`src/rtl/bcd_pkg.sv`:
```
// Shared types and constants for the binary-to-BCD converter.
// Digit width, FSM state encoding and minimum digit count helper.
package bcd_pkg;

    localparam int DIGIT_W = 4;

    typedef enum logic {
        IDLE,
        SHIFT
    } state_t;

    // ceil(width * log10(2)) using a fixed-point log10(2)
    function automatic int min_digits(input int width);
        return (width * 30103 + 99999) / 100000;
    endfunction

endpackage

```
`src/rtl/bcd_digit_adj.sv`:
```
// Double-dabble digit correction: add 3 to a BCD digit that is 5 or more.
// Keeps the digit decimal-correct after the following left shift.
module bcd_digit_adj
    import bcd_pkg::*;
(
    input  logic [DIGIT_W-1:0] d,
    output logic [DIGIT_W-1:0] q
);

    always_comb begin
        q = d;
        if (d >= DIGIT_W'(5))
            q = d + DIGIT_W'(3);
    end

endmodule

```
`src/rtl/bin2bcd_seq.sv`:
```
// Sequential binary-to-BCD converter, one shift-add-3 step per clock.
// Result is published only on completion, with a one-cycle done pulse.
module bin2bcd_seq
    import bcd_pkg::*;
#(
    parameter int WIDTH  = 32,
    parameter int DIGITS = 10
) (
    input  logic                      clk,
    input  logic                      reset,
    input  logic                      start,
    input  logic [WIDTH-1:0]          bin_in,
    output logic                      busy,
    output logic                      done,
    output logic                      valid,
    output logic [DIGIT_W*DIGITS-1:0] bcd_out
);

    localparam int CW = $clog2(WIDTH + 1);
    localparam int BW = DIGIT_W * DIGITS;

    state_t             state;
    logic [WIDTH-1:0]   bin_sr;
    logic [BW-1:0]      scratch;
    logic [BW-1:0]      nxt_scr;
    logic [CW-1:0]      cnt;
    logic [DIGIT_W-1:0] adj [DIGITS];

    for (genvar i = 0; i < DIGITS; i++) begin : g_adj
        bcd_digit_adj u_adj (
            .d (scratch[DIGIT_W*i +: DIGIT_W]),
            .q (adj[i])
        );
    end

    // Shift left across digits; each digit's top bit carries into the next
    always_comb begin
        nxt_scr = '0;
        nxt_scr[DIGIT_W-1:0] = {adj[0][DIGIT_W-2:0], bin_sr[WIDTH-1]};
        for (int i = 1; i < DIGITS; i++) begin
            nxt_scr[DIGIT_W*i +: DIGIT_W] =
                {adj[i][DIGIT_W-2:0], adj[i-1][DIGIT_W-1]};
        end
    end

    always_ff @(posedge clk or posedge reset) begin
        if (reset) begin
            state   <= IDLE;
            bin_sr  <= '0;
            scratch <= '0;
            cnt     <= '0;
            busy    <= 1'b0;
            done    <= 1'b0;
            valid   <= 1'b0;
            bcd_out <= '0;
        end else begin
            unique case (state)
                IDLE: begin
                    done <= 1'b0;
                    if (start) begin
                        bin_sr  <= bin_in;
                        scratch <= '0;
                        cnt     <= CW'(WIDTH);
                        busy    <= 1'b1;
                        state   <= SHIFT;
                    end
                end
                SHIFT: begin
                    scratch <= nxt_scr;
                    bin_sr  <= {bin_sr[WIDTH-2:0], 1'b0};
                    cnt     <= cnt - CW'(1);
                    if (cnt == CW'(1)) begin
                        bcd_out <= nxt_scr;
                        done    <= 1'b1;
                        valid   <= 1'b1;
                        busy    <= 1'b0;
                        state   <= IDLE;
                    end
                end
            endcase
        end
    end

endmodule

```
`config.mk`:
```
export PLATFORM = sky130hd
export DESIGN_NAME = bin2bcd_seq
export DESIGN_NICKNAME = d
export VERILOG_FILES = /design/src/rtl/bcd_pkg.sv /design/src/rtl/bcd_digit_adj.sv /design/src/rtl/bin2bcd_seq.sv
export SDC_FILE = /design/constraint.sdc
export NUM_CORES = 1
export LEC_CHECK = 0
export CAP_MARGIN = 20
export CORE_AREA = 2 2 188 98
export DETAILED_ROUTE_END_ITERATION = 16
export DIE_AREA = 0 0 190 100
export HOLD_SLACK_MARGIN = 0.1
export PLACE_DENSITY = 0.64
export RECOVER_POWER = 50
export SYNTH_ARGS = -nofsm -noshare
export SYNTH_HDL_FRONTEND = slang
export SYNTH_SLANG_ARGS = --single-unit
```
`constraint.sdc`:
```
create_clock -name clk -period 4.1 [get_ports clk]
set_input_delay 0.82 -clock clk [delete_from_list [all_inputs] [get_ports clk]]
set_output_delay 0.82 -clock clk [all_outputs]
set_load 0.05 [all_outputs]
```
Word level (Yosys, flattened, before mapping)
Index checks and enable logic that the tools add are counted.
- bits in registers: 122
- bits in latches: 0
- RAM bits: 0
- bits in read-only memories: 0
- input bits: 35
- output and inout port bits: 43
- logic and storage cells: 59
- memories: 0
- $add $sub $neg: 11
- multiply operators: 0
- divide/modulo/power cells: 0
- order comparisons: 10
- eq/ne operators: 3
- shifts and indexed selects: 0
- multiplexer cells: 24
- bitwise logic cells: 1
- reductions and logical operators: 2
- operators by type and width (cell ; number):
    40-bit one-hot mux with 2 select lines ; 1
    32-bit one-hot mux with 2 select lines ; 1
    4-bit by 3-bit greater-or-equal comparator with 1-bit output, second input constant ; 10
    40-bit 2-to-1 mux ; 1
    4-bit by 2-bit adder with 4-bit output, second input constant ; 9
    4-bit 2-to-1 mux ; 9
    32-bit 2-to-1 mux ; 1
    6-bit one-hot mux with 2 select lines ; 1
    6-bit by 1-bit equality test with 1-bit output, second input constant ; 1
    6-bit 2-to-1 mux ; 1
    1-bit one-hot mux with 2 select lines ; 3
    6-bit by 1-bit subtractor with 6-bit output, second input constant ; 1
    1-bit 2-to-1 mux ; 5
    2-bit AND reduction ; 2
    3-bit by 2-bit adder with 3-bit output, second input constant ; 1
    3-bit 2-to-1 mux ; 1
    2-bit by 1-bit != test with 1-bit output, second input constant ; 1
    2-bit != test, second input constant ; 1
    1-bit NOT ; 1

Logic depth before layout (Yosys ltp)
- word-level depth: 3
- depth in mapped cells: 7
- gate-level depth less buffers: 6

Modules after synthesis
From an unflattened synthesis, not the netlist that was laid out.
- cell total of the unflattened synthesis: 542
- area, all modules: 6070.8 µm²
- by module, submodules not included (module ; times used ; cells each ; area each (µm²) ; seq. area each (µm²)):
    bin2bcd_seq ; 1 ; 382 ; 5057.4 ; 3052.9
    bcd_digit_adj ; 10 ; 16 ; 101.3 ; 0.0

Worst setup path after synthesis
Ideal clock, no wire load.
- path kind: input to register
- from: in start
- to: reg bin_sr[10]
- setup time: 133 ps
- arrival time: 1543 ps
- data required time: 3967 ps
- setup slack: 2424 ps
- stages on the path: 4
- buffers on the path: 2
- cells stage by stage: buf_2 > buf_2 > mux2i_1 > o21ai_0
- longest elaborated chain between the ends: 1
- RTL lines (item ; RTL line ; source):
    start, declared ; bin2bcd_seq.sv:11 ; input logic start,
    2-bit != test (no source line) ; - ;
    end signal, assigned ; bin2bcd_seq.sv:61 ; bin_sr <= bin_in;
    end signal, assigned ; bin2bcd_seq.sv:70 ; bin_sr <= {bin_sr[WIDTH-2:0], 1'b0};
    end, declared ; bin2bcd_seq.sv:23 ; logic [WIDTH-1:0] bin_sr;
No other way between the ends.
A chain may end at the register's enable or synchronous reset.

Worst setup path after layout
- from: reg bcd_out[39]
- to: out bcd_out[39]
- RTL lines (item ; RTL line ; source):
    start, declared ; bin2bcd_seq.sv:16 ; output logic [DIGIT_W*DIGITS-1:0] bcd_out
    start signal, assigned ; bin2bcd_seq.sv:73 ; bcd_out <= nxt_scr;
No word-level cell between the ends.

==> results.md <==
* Status: finished, final reports clean
* Mean post-synth cell area at roughly 10 µm²
* Number of hold-slack violations in the final timing report at 0
* ANT nets after route at 0
* Switching fraction of total power at about two fifths
* Ports placed on the boundary at 78
* Clock input transition at the sequential cells of the worst setup and hold paths at approximately 0.05 ns
* Critical Path Slowest Stage Cell: clkdlybuf4s50_1
* HPWL reported at the end of detailed placement at 8.88 mm
* Reported net switching power at roughly 2.7 mW
* Final weighted congestion of routability-driven global placement at 0.795
* Power Total at ~6.4 mW
* Clock Sinks at between 100 and 150
* CTS tree: built
* Initial antenna violation count at 0
* Clock buffer depth at 2
* WP data arrival at between 1.5 and 2 ns
* Post-Syn Instances at 573
* Core area at approximately 18,000 µm²
* Pin count of the biggest net entering global routing at 74
* Share of the clock period used by the worst path at between 50% and 60%
* Total number of yosys warnings at 0
* Worst-Margin Slew at around 0.85 ns
* Post-cts repair resize count at 0
* CTS buffer count at 17
* Unrepaired setup endpoints after global routing: no
* Area Overhead vs Synth at 25.2%
* Via-per-instance ratio at around 4.9
* Total of buffers placed on input and output ports at a little under 80
* CTS H-tree lvls at 4
* Clock network fraction of total power at between 20% and 30%
* Max-capacitance violation count at 0
* Post-layout nets at 700
* Via count of the first global-routing pass at around 4,300
* Residual DRC count at 0
* Starting density of the core at between 30 and 40%
* Family of cells with the greatest summed delay on the critical path: buffers and inverters
* Post-Synthesis Net Count at 630
* Number of register bits inferred by synthesis at roughly 120
* Synth cell types at 32
* Proportion of power drawn by flip-flops and latches at approximately 34%
* Number of hold-repair buffers added at the cts stage at 0
* Horizontal die dimension at approximately 190 µm
* Wire length of the first global-routing pass at approximately 21 mm
* Routed length per instance at about 15 µm
* Final clock skew at 0.00585 ns
* Detailed-routing iteration count for the pre-antenna-repair pass at 4
* Seq/Total Area, Yosys at between 50% and 60%
* Total gr overflow at 0
* Hold crit path type: register to register
* Later-pin clock latency in the skew report at 0.41 ns
* Violation count after the first detailed-routing iteration at between 150 and 200
* Setup repair bufs after CTS at 0
* Die Y-Extent at roughly 100 µm
* Antenna Cells at 0
* Post-route setup TNS at 0 ns
* Number of buffer and inverter stages on the critical path at 1
* Worst stage delay on the critical path at approximately 0.82 ns
* CP Class: register to primary output
* Worst setup EP type: primary output
* PwrDens at between 800 and 900 nW/µm²
* Cells along the critical path: clkdlybuf4s50_1
* Via count of the routed design at between 4,000 and 5,000
* Share of cells above drive strength 1 at under 10%
* Required time worst endpoint at 3.28 ns
* CTS root buf: clkbuf_16
* Largest vdd supply drop at 0.449 mV
* Overall routing resource usage at between 10% and 20%
* Finish-stage setup viols at 0
* Routed WL at 13.1 mm
* Static leakage at around 3.5 nW
* Combinational share of power at 45.5%
* Relative slew slack at a little over two fifths
* Number of placement rows at 35
* Post-synthesis cell area at 5950 µm²
* Internal portion of total power at 3.76 mW
* Overall die area at roughly 19,000 µm²
* Final Max Tran Viols at 0
* Element type at the critical path start: register
* Max frequency at between 400 and 500 MHz
* Highest fanout seen on the critical path at 2
* Post-layout minimum cycle time at about 2.4 ns
[worst paths after layout]
kind | start | end | slack, ns | cells after the start
setup / recovery | bcd_out[39]$_DFFE_PP0P_ | bcd_out[39] | 1.67 | 1
hold / removal | valid$_DFFE_PP0P_ | valid$_DFFE_PP0P_ | 0.47 | 1
setup reg to reg | state$_DFF_PP0_ | bcd_out[14]$_DFFE_PP0P_ | 1.90 | 3
hold reg to reg | valid$_DFFE_PP0P_ | valid$_DFFE_PP0P_ | 0.47 | 1
max in group asynchronous | reset | bcd_out[8]$_DFFE_PP0P_ | 2.24 | 3
min in group asynchronous | reset | bin_sr[0]$_DFFE_PP0P_ | 1.03 | 2
[routing by layer]
layer | track usage, % | part of all wire [%] | vias to the layer above
met3 | 4.55 | 5.5 | 20
li1 | - | - | 2112
met5 | 0 | 0 | -
met2 | 22.4 | 44 | 92
met4 | 5.84 | 1.6 | 0
met1 | 19.0 | 48 | 2109
[sequential cells by signal, indices dropped and copies added (netlist names)]
register and flops:
bcd_out 40, bin_sr 32, busy 1, cnt 6, done 1, scratch 40
state 1, valid 1
[power groups by stage]
stage	Clock (mW)	Combinational [mW]	Sequential (mW)
after floorplan	0	1.52	2.72
after global placement	0	2.84	2.15
after detailed placement	0	2.97	2.18
after CTS	1.38	2.98	2.17
after global routing	1.44	3.22	2.24
final	1.35	2.94	2.17
[metrics by stage]
stage	utilization, %	hold slack, ns	cell area (µm²)	setup slack [ns]	cells
3_3_place_gp	39.2	0.449	6910	1.84	863
4_1_cts	42.2	0.477	7450	1.64	893
2_1_floorplan	-	0.449	5950	0.0375	573
6_report	42.2	0.472	7440	1.67	893
3_5_place_dp	39.2	0.461	6930	1.86	864
5_1_grt	42.2	0.499	7440	1.61	893
[cell type report]
class	instances	area, µm²
Inverter	24	92.6
Sequential cell	122	3060
Multi-Input combinational cell	397	2660
Tap cell	240	300
Timing Repair Buffer	81	811
Clock buffer	26	509
Fill cell	1678	10200
Clock inverter	3	15.0
[synth_stat cells (all sizes together)]
cell type | n | share of area (%)
dfrtp | 122 | 51
nand2b | 13 | 1.4
inv | 24 | 1.5
a21oi | 32 | 2.7
a22o | 1 | 0.15
mux2 | 13 | 2.9
nand2 | 95 | 6.1
ha | 22 | 4.6
xor2 | 1 | 0.15
and2 | 1 | 0.11
a211oi | 1 | 0.13
a21o | 10 | 1.3
nand3 | 8 | 0.67
xnor2 | 11 | 1.6
o21a | 1 | 0.13
nor2 | 5 | 0.32
o31ai | 2 | 0.25
and4bb | 1 | 0.27
nor4b | 1 | 0.25
o21ai | 80 | 6.7
buf | 16 | 1.5
nor3b | 35 | 4.4
a31oi | 1 | 0.11
mux2i | 62 | 10
nor3 | 1 | 0.084
clkbuf | 14 | 0.88
[logic make-up after synthesis]
kind of cell / Yosys count / share of synthesized area, %
simple gates: 160 / 13.6
compound gates: 128 / 11.4
flops: 122 / 51.3
mux: 75 / 13.3
buf+inv: 54 / 3.85
fa+ha+maj: 22 / 4.63
xor+xnor: 12 / 1.77
[worst reg2reg max path, cell delays in order, from the launching register on]
cell	delay (ns)
dfrtp_4	0.82
and4bb_4	0.35
nand2_4	0.40
mux2_4	0.51
[layout by cell type, fill, tap and decap left out, types with 8 or more instances in the layout]
| cell | n |
|---|---|
| nor3b_1 | 35 |
| nand3_1 | 8 |
| clkdlybuf4s50_1 | 75 |
| nand2_1 | 94 |
| nand2b_1 | 13 |
| a21o_1 | 10 |
| mux2i_1 | 62 |
| xnor2_1 | 11 |
| dfrtp_1 | 121 |
| inv_1 | 23 |
| o21ai_1 | 20 |
| ha_1 | 22 |
| clkbuf_16 | 17 |
| o21ai_0 | 60 |
| a21oi_1 | 32 |
No activity file was read; power rests on OpenSTA's default activity.
